### config.mk
export PLATFORM = sky130hd
export DESIGN_NAME = alu_core
export DESIGN_NICKNAME = d
export VERILOG_FILES = /design/src/rtl/alu_core.sv
export SDC_FILE = /design/constraint.sdc
export NUM_CORES = 1
export LEC_CHECK = 0
export ABC_CLOCK_PERIOD_IN_PS = 6400
export BUFFER_PORTS_ARGS = -buffer_cell sky130_fd_sc_hd__buf_2
export CORE_MARGIN = 3
export CORE_UTILIZATION = 63
export DETAILED_ROUTE_END_ITERATION = 6
export PLACE_DENSITY = 0.95
export SYNTH_ARGS = -nofsm -noshare
export SYNTH_HDL_FRONTEND = slang
export SYNTH_SLANG_ARGS = --single-unit
export TNS_END_PERCENT = 10
### constraint.sdc
create_clock -name i_clk -period 6.4 [get_ports i_clk]
set_clock_uncertainty 0.15 [all_clocks]
set_input_delay 0.96 -clock i_clk [delete_from_list [all_inputs] [get_ports i_clk]]
set_output_delay 0.96 -clock i_clk [all_outputs]
set_load 0.005 [all_outputs]
### src/rtl/alu_core.sv
// alu_core: multi-cycle ALU with operand-B select and a registered single-pulse result.
// Define ALU_MULT_EN to build the iterative shift-add multiplier; otherwise OP=2 returns 0.
module alu_core #(
    parameter int DATA_WIDTH = 8
) (
    input  logic                  i_clk,
    input  logic                  i_rst,
    input  logic                  i_act,
    input  logic [3:0]            i_op,
    input  logic [1:0]            i_movi,
    input  logic [DATA_WIDTH-1:0] i_reg_a,
    input  logic [DATA_WIDTH-1:0] i_reg_b,
    input  logic [DATA_WIDTH-1:0] i_mem,
    input  logic [DATA_WIDTH-1:0] i_imm,
    output logic                  o_alu_rdy,
    output logic [DATA_WIDTH-1:0] o_ex_alu,
    output logic                  o_ex_alu_vld
);
    typedef enum logic [1:0] {IDLE, EXEC, MULT, DONE} state_t;
    localparam logic [DATA_WIDTH-1:0] ONE = 1;
    state_t                r_state;
    logic [3:0]            r_op;
    logic [DATA_WIDTH-1:0] r_a;
    logic [DATA_WIDTH-1:0] r_b;
    logic [DATA_WIDTH-1:0] r_ex_alu;
    logic                  r_rdy;
    logic                  r_vld;
    logic [DATA_WIDTH-1:0] w_b;
    logic [DATA_WIDTH-1:0] w_res;
    logic                  w_accept;
`ifdef ALU_MULT_EN
    localparam int CW = DATA_WIDTH > 1 ? $clog2(DATA_WIDTH) : 1;
    logic [DATA_WIDTH-1:0] r_acc;
    logic [CW-1:0]         r_cnt;
    logic [DATA_WIDTH-1:0] w_acc_next;
    assign w_acc_next = r_acc + (r_b[0] ? r_a : '0);
`endif
    assign o_alu_rdy    = r_rdy;
    assign o_ex_alu     = r_ex_alu;
    assign o_ex_alu_vld = r_vld;
    assign w_b      = i_movi == 2'b01 ? i_mem : i_movi == 2'b10 ? i_imm : i_reg_b;
    assign w_accept = r_state == IDLE && r_rdy && i_act;
    always_comb begin
        w_res = '0;
        case (r_op)
            4'd0:  w_res = r_a + r_b;
            4'd1:  w_res = r_a - r_b;
            4'd2:  w_res = '0;
            4'd3:  w_res = r_a << 1;
            4'd4:  w_res = r_a >> 1;
            4'd5:  w_res = {r_a[DATA_WIDTH-2:0], r_a[DATA_WIDTH-1]};
            4'd6:  w_res = {r_a[0], r_a[DATA_WIDTH-1:1]};
            4'd7:  w_res = ~r_a;
            4'd8:  w_res = r_a & r_b;
            4'd9:  w_res = r_a | r_b;
            4'd10: w_res = r_a ^ r_b;
            4'd11: w_res = ~(r_a & r_b);
            4'd12: w_res = ~(r_a | r_b);
            4'd13: w_res = ~(r_a ^ r_b);
            4'd14: w_res = r_a + ONE;
            4'd15: w_res = r_a - ONE;
        endcase
    end
    // Ready lags the return to IDLE by one cycle, giving one acceptance per four cycles.
    always_ff @(posedge i_clk or posedge i_rst) begin
        if (i_rst) begin
            r_state  <= IDLE;
            r_op     <= '0;
            r_a      <= '0;
            r_b      <= '0;
            r_ex_alu <= '0;
            r_rdy    <= 1'b1;
            r_vld    <= 1'b0;
`ifdef ALU_MULT_EN
            r_acc    <= '0;
            r_cnt    <= '0;
`endif
        end else begin
            r_rdy <= r_state == IDLE && !w_accept;
            r_vld <= r_state == DONE;
            case (r_state)
                IDLE: if (w_accept) begin
                    r_op <= i_op;
                    r_a  <= i_reg_a;
                    r_b  <= w_b;
`ifdef ALU_MULT_EN
                    r_acc   <= '0;
                    r_cnt   <= '0;
                    r_state <= i_op == 4'd2 ? MULT : EXEC;
`else
                    r_state <= EXEC;
`endif
                end
                EXEC: begin
                    r_ex_alu <= w_res;
                    r_state  <= DONE;
                end
`ifdef ALU_MULT_EN
                MULT: begin
                    r_acc <= w_acc_next;
                    r_a   <= r_a << 1;
                    r_b   <= r_b >> 1;
                    r_cnt <= r_cnt + 1'b1;
                    if (r_cnt == CW'(DATA_WIDTH - 1)) begin
                        r_ex_alu <= w_acc_next;
                        r_state  <= DONE;
                    end
                end
`endif
                default: r_state <= IDLE;
            endcase
        end
    end
endmodule

# Word level (Yosys, flattened, before mapping)
# Index checks and enable logic that the tools add are counted.
# totals
elab_cells	50
reg_bits	32
in_bits	41
out_inout_bits	10
# op_classes
bitwise_logic	7
eq_ne	20
add_sub_neg	4
muxes	5
n_reduce_logical	7
# ops
cell	n
$pmux W8 S16	1
$eq A4 B4 Y1 const B	8
$not A8 Y8	4
$eq A4 B3 Y1 const B	4
$mux W8	2
$add A8 B1 Y8 const B	1
$add A8 B8 Y8	1
$and A8 B8 Y8	1
$eq A4 B2 Y1 const B	2
$or A8 B8 Y8	1
$sub A8 B1 Y8 const B	1
$sub A8 B8 Y8	1
$xor A8 B8 Y8	1
$eq A2 B1 Y1 const B	2
$eq A2 B2 Y1 const B	2
$eq A4 B1 Y1 const B	1
$logic_not A4 Y1	1
$pmux W2 S2	1
$logic_and A1 B1 Y1	3
$logic_not A2 Y1	1
$mux W2	1
$ne A2 B2 Y1 const B	1
$reduce_and A2 Y1	1
$logic_not A1 Y1	1

# Depth between registers and ports, before layout
# Gate-level depths: netlist of the first run.
# logic_depth
depth_word	5
mapped_depth	16

# Least setup slack after synthesis of the first run
# No wires, ideal clock.
# synth_timing
path_kind	register to register
startpoint	register r_b[0]
endpoint	register r_ex_alu[7] (netlist: o_ex_alu[7])
t_arrival_ns	2.958
synth_period_minus_slack_ns	3.177
t_required_ns	6.181
slack_ns	3.223
path_stages_with_launch	17
path_cell_list	dfrtp_1 -> inv_1 -> ha_1 -> nor3b_2 -> and3_1 -> buf_2 -> o21ai_1 -> o31a_1 -> o32ai_1 -> a221oi_2 -> ha_1 -> nand2_1 -> o21ai_0 -> o21ai_0 -> or4_1 -> a21oi_1 -> nand3b_1
# synth_between
elab_chain_len	2
word_cells_on_any_way	3
# synth_lines
item	line_no	text
from (decl)	24	logic [DATA_WIDTH-1:0] r_b;
from (signal assigned)	85	r_b <= w_b;
$sub A8 B8 Y8 / $add A8 B8 Y8 (equally long branches)	47, 46	
$pmux W8 S16 *	45	case (r_op)
to (signal assigned)	95	r_ex_alu <= w_res;
to (decl)	25	logic [DATA_WIDTH-1:0] r_ex_alu;
# Mark *: on every way between the ends. The rest lies on a longest branch, timed or not.
# A chain may end at the register's enable or synchronous reset.

# Final worst setup path of the first run
# layout_timing
startpoint	register r_op[2]
endpoint	register r_ex_alu[6] (netlist: o_ex_alu[6])
# layout_between
elab_chain_len	2
word_cells_on_any_way	17
# layout_lines
item	line_no	text
from (decl)	22	logic [3:0] r_op;
from (signal assigned)	83	r_op <= i_op;
$eq A4 B4 Y1 (tied with other cells)	45	
$pmux W8 S16 *	45	
# Marks and branches as above.

==> metrics, run 1 <==
initial DRC count 517; Largest delay share family, worst path compound AO/OA/AOI/OAI gates; Post-route DRC 1; hold crit path type reg2reg; Fillers 379; sequential area share after synthesis 24.8%; Synth warnings 0; Critical Path Max Stage Delay 850 ps; die height 77.7 um; CTS root buf clkbuf_8; Mapped Area 3240 sq um; H-tree levels 2; Syn Area/Cell 7.97 sq um; failing checks design-rule violations; Worst path slowest cell dfrtp_1; worst setup margin 2560 ps; Max Freq 0.260 GHz; fin. max-slew vios 0; post-route minimum period 3840 ps; vias post-DR 3,394; Worst slew margin 30.1%; Clock transition at path regs 70 ps; WL/cell 18.4 um; Net count, final 505; Hold Vio Cnt, Final 0; CP dominant cell by count a21oi_1; worst-margin pin slew 1050 ps; RSZ-0062 raised after global routing no; Pre-antenna DRT Iters 7; setup bufs post-CTS 0; top_reg_cell synth dfrtp_1; crit-path max FO 26; Vias/cell 6.69; syn nets 472; Multi-input gate area 2210 sq um; WP buf/inv 1; hold_buf cts 0; post-synth cell types 62; Crit path arrival time 3840 ps; Ports 51; status complete, but fails checks; layout cells sized above 1 21.4%; GPL Wtd Cong 1.08; total grt overflow 0; VDD IR-drop max 0.000357 V; Die Area 6030 sq um; Max-cap violations 0; clock sink count 32; chip width 77.7 um; largest net degree at the start of global routing 41; initial antenna violation count 0; CTS Buffer Depth 2; Std-Cell Rows 25; count of final setup violators 0; post-cts sizing count 0; antenna diode count 0; Worst EP required 6400 ps; vias in the first global route 3,143; Leak Pwr 1.59 nW; pre-CTS setup slack 2640 ps; Synth Instances 406; final core occ 74.1%; antenna-violating nets left 0; async set or reset register ratio after synthesis 100%; final wirelength 9.34 mm; port buffer count 50; most common cell after layout, fill and taps aside buf_2; Register Area 802 sq um; power per standard cell area 645 nW/um^2; Startpoint Class flip-flop; Core Area 4850 sq um; Post-synth EDFFs 0; WS Path Type reg2reg; Syn-to-layout area delta 11.0%; #FFs+latches synth 32; placed insts 499; HPWL Detailed 6.77 mm; Starting Density 66.7%; CTS Buf Count 5; first-pass GRT wire length 15.1 mm; most frequent cells in the layout buf_2, nand2_1, o21ai_0; Worst setup EP type flip-flop; Setup TNS Final 0 ps; period utilization 60.0%; Post-Layout Cell Count 507; CTS tree yes; worst-skew pair later-pin latency 290 ps; R2R Setup Slk 2560 ps; crit-path cells inv_2 -> nor3_1 -> a21oi_1 -> o21a_1 -> fa_1 -> a211oi_1 -> o21bai_1 -> a21oi_1 -> xnor2_1 -> a2111oi_0 -> o21ai_1; Tot GR Track Use 31.0%
routing by layer:
metal  vias up  global-route usage (%)  wire length [um]
li1       1564                       -                 -
met1      1539                    40.0              3570
met2       239                    49.6              4170
met3        52                    7.89              1200
met4         0                    11.7               397
met5         -                       0                 0
worst paths after layout:
| path | startpoint | end | cells after the start |
|---|---|---|---|
| min in group asynchronous | i_rst | r_op[0]$_DFFE_PP0P_ | 3 |
| max | r_op[2]$_DFFE_PP0P_ | o_ex_alu[6]$_DFFE_PP0P_ | 11 |
| min reg2reg | r_state[0]$_DFFE_PP0N_ | o_alu_rdy$_DFF_PP1_ | 1 |
| max in group asynchronous | i_rst | o_alu_rdy$_DFF_PP1_ | 3 |
| min | r_state[0]$_DFFE_PP0N_ | o_alu_rdy$_DFF_PP1_ | 1 |
| max reg2reg | r_op[2]$_DFFE_PP0P_ | o_ex_alu[6]$_DFFE_PP0P_ | 11 |
area by class of cell:
class | count | area share, %
Clock buffer | 7 | 2.68
Inverter | 24 | 2.51
Multi-Input combinational cell | 322 | 61.5
Clock inverter | 1 | 0.836
Timing Repair Buffer | 54 | 7.80
Sequential cell | 32 | 22.3
Tap cell | 67 | 2.33
flip-flops by register name, indices dropped and copies added (netlist names):
signal	flops
o_alu_rdy	1
o_ex_alu_vld	1
r_state	2
o_ex_alu	8
r_a	8
r_op	4
r_b	8
synth_stat cells (all sizes together) (5+ instances only):
cell type	count	area (sq um)
o22ai	6	37.5
nand2	44	165
o221ai	5	43.8
o21ai	52	260
nor2	20	77.6
nor3	21	121
dfrtp	31	776
buf	18	97.6
nand2b	7	43.8
a211oi	5	37.5
a32oi	6	52.6
mux2	21	236
inv	24	90.1
ha	24	300
mux2i	10	100
nor2b	8	50.1
clkbuf	10	37.5
a21oi	23	119
nand3	7	35.0
worst reg2reg max path: cells and delay by family, from the launching register on:
family	cells	cell delay, ps
simple gates	1	480
flops	1	850
buf+inv	1	210
compound gates	7	1470
xor+xnor	1	90
fa+ha+maj	1	460
power by group:
group          internal (mW)  leakage [nW]  switching [mW]
sequential             0.303         0.390           0.197
clock                  0.137        0.0645          0.0835
combinational          0.660          1.14           0.934
total                   1.10          1.59            1.22
metrics by stage:
stage / hold slack, ps / area (sq um) / total power, mW
2_1_floorplan: 271 / 3240 / 1.66
3_3_place_gp: 289 / 3460 / 1.97
3_5_place_dp: 302 / 3460 / 2.02
4_1_cts: 312 / 3590 / 2.26
5_1_grt: 353 / 3590 / 2.48
6_report: 316 / 3590 / 2.32
kinds of logic after synthesis:
kind of cell | share of synthesized area (%)
compound gates | 28.1
simple gates | 18.8
buf+inv | 6.96
flops | 24.8
mux | 10.4
fa+ha+maj | 9.90
xor+xnor | 1.08
Power figures use the tool's default switching activity.
==> run 2: changes to the inputs <==
--- a/config.mk
+++ b/config.mk
@@ -5,12 +5,13 @@
 export SDC_FILE = /design/constraint.sdc
 export NUM_CORES = 1
 export LEC_CHECK = 0
-export ABC_CLOCK_PERIOD_IN_PS = 6400
+export ABC_AREA = 1
+export ABC_CLOCK_PERIOD_IN_PS = 3850
 export BUFFER_PORTS_ARGS = -buffer_cell sky130_fd_sc_hd__buf_2
 export CORE_MARGIN = 3
-export CORE_UTILIZATION = 63
+export CORE_UTILIZATION = 56
 export DETAILED_ROUTE_END_ITERATION = 6
-export PLACE_DENSITY = 0.95
+export PLACE_DENSITY = 0.93
 export SYNTH_ARGS = -nofsm -noshare
 export SYNTH_HDL_FRONTEND = slang
 export SYNTH_SLANG_ARGS = --single-unit
==> constraint.sdc (replaced) <==
create_clock -name i_clk -period 3.85 [get_ports i_clk]
set_clock_uncertainty 0.15 [all_clocks]
set_input_delay 0.5775 -clock i_clk [delete_from_list [all_inputs] [get_ports i_clk]]
set_output_delay 0.5775 -clock i_clk [all_outputs]
set_load 0.005 [all_outputs]
==> run 2 against run 1 <==
Against the previous run:
- the flow now finishes without violations
- synthesized cell count shrank 9.9%
- highest routed layer unchanged
- clock-buffer cell count shrank 1
- maximum frequency grew 26%
- largest cell class unchanged
- first-iteration DRC count shrank 50%
- sequential cell count is the same
- die area shrank 6.7%
- cell count shrank 6.7%
==> metrics, run 2 <==
crit-path cells nor2_1 -> nand2_4 -> nand2_4 -> inv_1 -> nor2_1 -> o21ai_0 -> o21ai_0 -> ha_1 -> nand3_1 -> nand2_1 -> nand3_1 -> nor2_1 -> nor2_1 -> inv_1 -> nand3_1 -> nand3_1 -> a21oi_2; Critical Path Max Stage Delay 420 ps; Post-synth EDFFs 0; fin. max-slew vios 0; syn nets 432; async set or reset register ratio after synthesis 100%; Startpoint Class flip-flop; GPL Wtd Cong 0.982; antenna-violating nets left 0; Mapped Area 2670 sq um; Post-route DRC 0; WS Path Type reg2reg; most frequent cells in the layout nand2_1, buf_2, nor2_1; antenna diode count 0; Max-cap violations 0; CTS Buffer Depth 2; post-synth cell types 36; vias in the first global route 2,635; top cell type by total area after synthesis dfrtp_1; post-route minimum period 3050 ps; initial antenna violation count 0; post-cts sizing count 0; Sw Share 52.6%; sequential area share after synthesis 30.1%; Largest delay share family, worst path simple AND/OR/NAND/NOR gates; clock sink count 32; Hold Vio Cnt, Final 0; Pre-antenna DRT Iters 6; H-tree levels 2; final wirelength 7.17 mm; RSZ-0062 raised after global routing no; Worst path slowest cell dfrtp_1; Vias/cell 5.82; hold crit path type in2async; Cell Int Power 1.40 mW; Die Area 5630 sq um; Net count, final 486; die height 75 um; total grt overflow 0; Gate power share 67.6%; worst-skew pair later-pin latency 290 ps; #FFs+latches synth 32; Std-Cell Rows 24; CTS root buf clkbuf_8; Sequential Power Share 23.2%; port buffer count 50; count of final setup violators 0; period utilization 79.3%; Core Area 4470 sq um; NetSw 1.55 mW; vias post-DR 2,752; CTS tree yes; Synth area leaders dfrtp_1, ha_1, nand2_1, o21ai_0, nor2_1; worst-margin pin slew 993 ps; Max Freq 0.328 GHz; crit-path max FO 9; power per standard cell area 963 nW/um^2; Leak Pwr 1.61 nW; top-area cell type share of the netlist area 29.1%; Worst slew margin 33.7%; placed insts 465; Crit path arrival time 3130 ps; WP buf/inv 2; status complete, no violations; largest net degree at the start of global routing 41; Worst EP required 3920 ps; WL/cell 15.2 um; Syn-to-layout area delta 15.0%; setup bufs post-CTS 0; first-pass GRT wire length 11.8 mm; layout cells sized above 1 21.1%; Worst setup EP type flip-flop; most common cell after layout, fill and taps aside nand2_1; Starting Density 59.6%; HPWL Detailed 5.44 mm; most frequent cells after synthesis nand2_1, nor2_1, inv_1; Setup TNS Final 0 ps; Synth warnings 0; Ports 51; initial DRC count 261; CTS Buf Count 5; Clock Power Share 9.2%; count leader, synth nand2_1; total power draw 2.95 mW; Tot GR Track Use 27.5%; Synth Instances 366; Clock transition at path regs 70 ps; Syn Area/Cell 7.28 sq um; Post-Layout Cell Count 473; top_reg_cell synth dfrtp_1; hold_buf cts 0; VDD IR-drop max 0.000366 V; chip width 75 um
## run 2: cell types whose count changed in the layout (fill, tap and decap cells not counted), moves of 13 or more
cell,previous run,this run
inv_1,21,43
mux2_2,21,8
nand2_1,44,79
nor2_1,19,44
nor3_1,19,2
o21ai_1,15,2
## run 2: power by group through the flow
stage                     sequential, mW  combinational, mW  clock (mW)
after floorplan                    0.644               1.48           0
after global placement             0.675               1.87           0
after detailed placement           0.681               1.93           0
after CTS                          0.677               1.95       0.278
after global routing               0.708               2.24       0.297
final                              0.685               2.00       0.271
## run 2: final timing paths
kind,startpoint,to,slack [ps],cells past startpoint
max,r_op[3]$_DFFE_PP0P_,o_ex_alu[7]$_DFFE_PP0P_,800,17
min,i_rst,r_b[7]$_DFFE_PP0P_,210,3
max reg2reg,r_op[3]$_DFFE_PP0P_,o_ex_alu[7]$_DFFE_PP0P_,800,17
min reg2reg,o_ex_alu[4]$_DFFE_PP0P_,o_ex_alu[4]$_DFFE_PP0P_,320,2
max in group asynchronous,i_rst,o_alu_rdy$_DFF_PP1_,3010,3
min in group i_clk,o_ex_alu[4]$_DFFE_PP0P_,o_ex_alu[4]$_DFFE_PP0P_,320,2
## run 2: final cells by class
class / instances / area [sq um]
fillers: 386 / 1410
clock inverters: 2 / 10.0
flip-flops and latches: 32 / 802
repair buffers: 51 / 258
well taps: 52 / 65.1
clock buffers: 6 / 82.6
inverters: 47 / 176
multi-input cells: 283 / 1670
## run 2: cells by family after synthesis
kind of cell / share of synthesized area [%]
AND/OR/NAND/NOR: 26.9
buffers and inverters: 7.18
AO/OA/AOI/OAI: 17.8
adder cells (fa/ha/maj): 12.0
XOR/XNOR: 2.63
flip-flops: 30.1
multiplexers: 3.38
## run 2: tightest hold or removal path, delay by kind of cell
kind / cells / cell delay (ps)
buffers and inverters: 3 / 490
## run 2: layer usage
metal	vias to the layer above	GRT usage (%)	part of all wire (%)
li1	1331	-	-
met1	1216	34.2	42
met2	179	45.5	46
met3	26	6.94	9.3
met4	0	10.7	3.1
met5	-	0	0
## run 2: through the flow
stage | hold WS [ps] | utilization, % | setup WS, ps | cell area [sq um]
after detailed placement | 310 | 66.5 | 904 | 2970
after global routing | 259 | 68.5 | 627 | 3070
after global placement | 307 | 66.5 | 1040 | 2970
final | 211 | 68.5 | 797 | 3070
after CTS | 227 | 68.5 | 882 | 3070
after floorplan | 309 | - | 1280 | 2670
==> run 3: changes to the inputs <==
--- a/config.mk
+++ b/config.mk
@@ -6,7 +6,7 @@
 export NUM_CORES = 1
 export LEC_CHECK = 0
 export ABC_AREA = 1
-export ABC_CLOCK_PERIOD_IN_PS = 3850
+export ABC_CLOCK_PERIOD_IN_PS = 3000
 export BUFFER_PORTS_ARGS = -buffer_cell sky130_fd_sc_hd__buf_2
 export CORE_MARGIN = 3
 export CORE_UTILIZATION = 56
==> constraint.sdc (replaced) <==
create_clock -name i_clk -period 3 [get_ports i_clk]
set_clock_uncertainty 0.15 [all_clocks]
set_input_delay 0.45 -clock i_clk [delete_from_list [all_inputs] [get_ports i_clk]]
set_output_delay 0.45 -clock i_clk [all_outputs]
set_load 0.005 [all_outputs]
==> run 3 against run 2 <==
Against the previous run:
- combinational power is 29% higher
- sequential cell count stayed put
- cell area is 0.82% higher
- sequential power is 29% higher
- clock power is 31% higher
- critical endpoint unchanged
==> metrics, run 3 (synthesis results as in run 2) <==
Worst setup EP type flip-flop; count of final setup violators 0; Setup TNS Final 0 ps; Worst EP required 3080 ps; Gate power share 67.6%; Post-route DRC 0; antenna diode count 0; initial antenna violation count 0; Hold Vio Cnt, Final 0; Std-Cell Rows 24; die height 75 um; vias in the first global route 2,626; antenna-violating nets left 0; worst-skew pair later-pin latency 290 ps; Syn-to-layout area delta 16.0%; most common cell after layout, fill and taps aside nand2_1; WL/cell 15.5 um; Worst slew margin 47.2%; Max-cap violations 0; HPWL Detailed 5.66 mm; VDD IR-drop max 0.000519 V; initial DRC count 240; RSZ-0062 raised after global routing no; CTS Buf Count 5; Starting Density 59.6%; NetSw 2.01 mW; fin. max-slew vios 0; Ports 51; first-pass GRT wire length 12.2 mm; Tot GR Track Use 28.8%; post-route minimum period 2760 ps; Vias/cell 5.75; clock sink count 32; hold crit path type in2async; Die Area 5630 sq um; Net count, final 488; hold_buf cts 0; Fillers 375; power per standard cell area 1240 nW/um^2; Cell Int Power 1.82 mW; crit-path max FO 8; status complete, no violations; final wirelength 7.36 mm; period utilization 92.0%; pre-CTS setup slack 141 ps; total grt overflow 0; layout cells sized above 1 22.0%; Crit path arrival time 2840 ps; GPL Wtd Cong 1.03; port buffer count 50; largest net degree at the start of global routing 33; Clock transition at path regs 70 ps; Max Freq 0.362 GHz; worst-margin pin slew 792 ps; CTS Buffer Depth 2; Clock Power Share 9.2%; Core Area 4470 sq um; Startpoint Class flip-flop; Leak Pwr 1.61 nW; chip width 75 um; CTS root buf clkbuf_8; most frequent cells in the layout nand2_1, buf_2, inv_1; Sequential Power Share 23.1%; worst setup margin 240 ps; Sw Share 52.5%; CTS tree yes; WS Path Type reg2reg; H-tree levels 2; vias post-DR 2,730; Pre-antenna DRT Iters 7
==> run 3: changes by cell type in the layout (fill, tap and decap cells not counted), sizes merged <==
cell,change
clkinv,-2
buf,+2
clkbuf,+2
==> run 3: final timing paths <==
check / startpoint / cells after the start / end / slack, ps
worst min register to register: o_ex_alu[0]$_DFFE_PP0P_ / 2 / o_ex_alu[0]$_DFFE_PP0P_ / 330
worst min-delay path: i_rst / 3 / r_b[6]$_DFFE_PP0P_ / 70
worst max-delay path: r_op[3]$_DFFE_PP0P_ / 17 / o_ex_alu[7]$_DFFE_PP0P_ / 240
worst max register to register: r_op[3]$_DFFE_PP0P_ / 17 / o_ex_alu[7]$_DFFE_PP0P_ / 240
max in group asynchronous: i_rst / 3 / o_alu_rdy$_DFF_PP1_ / 2300
min in group i_clk: i_reg_a[2] / 3 / r_a[2]$_DFFE_PP0P_ / 210
==> run 3: per-stage QoR <==
step	hold WS (ps)	area (sq um)	utilization (%)	std cells	power (mW)
5_1_grt	111	3090	69.1	475	4.23
4_1_cts	99.3	3080	68.8	475	3.75
3_5_place_dp	317	2990	66.8	467	3.39
2_1_floorplan	309	2670	-	366	2.73
3_3_place_gp	308	2990	66.8	467	3.29
6_report	72.9	3090	69.1	475	3.84
==> run 3: layer usage <==
metal / vias up / global-route usage, % / part of all wire (%)
li1: 1337 / - / -
met1: 1243 / 35.9 / 43
met2: 126 / 46.7 / 46
met3: 24 / 8.01 / 7.6
met4: 0 / 12.3 / 2.8
met5: - / 0 / 0
==> run 3: final cells by class <==
| cell class | instances | area (sq um) | area share, % |
|---|---|---|---|
| multi-input cells | 283 | 1680 | 54.4 |
| clock buffers | 8 | 90.1 | 2.91 |
| well taps | 52 | 65.1 | 2.10 |
| flip-flops and latches | 32 | 805 | 26.0 |
| inverters | 47 | 176 | 5.71 |
| repair buffers | 53 | 273 | 8.82 |
==> run 3: worst max-delay path, stage by stage (launching register included) <==
cell and delay, ps:
dfrtp_2 440, nor2_2 180, nand2_4 110, nand2_4 80, buf_4 180, nand2_4 90
o21ai_0 110, nand2_1 100, ha_1 330, a21oi_1 160, nand2_1 90, nand3_1 110
nor2_1 50, nor2_1 170, inv_1 60, nand3_1 80, nand3_1 90, a21oi_2 110
==> run 3: timing repair <==
action	4_1_cts	5_1_grt
endpoints found under the setup margin	0	5
hold endpoints to repair	0	0
gates resized for setup	0	7
setup buffers	0	0
==> run 3: power groups by stage <==
stage	Combinational (mW)	Clock, mW	Sequential [mW]
CTS	2.53	0.353	0.875
global placement	2.42	0	0.869
floorplan	1.90	0	0.827
finish	2.59	0.354	0.887
detailed placement	2.50	0	0.883
global route	2.94	0.383	0.910
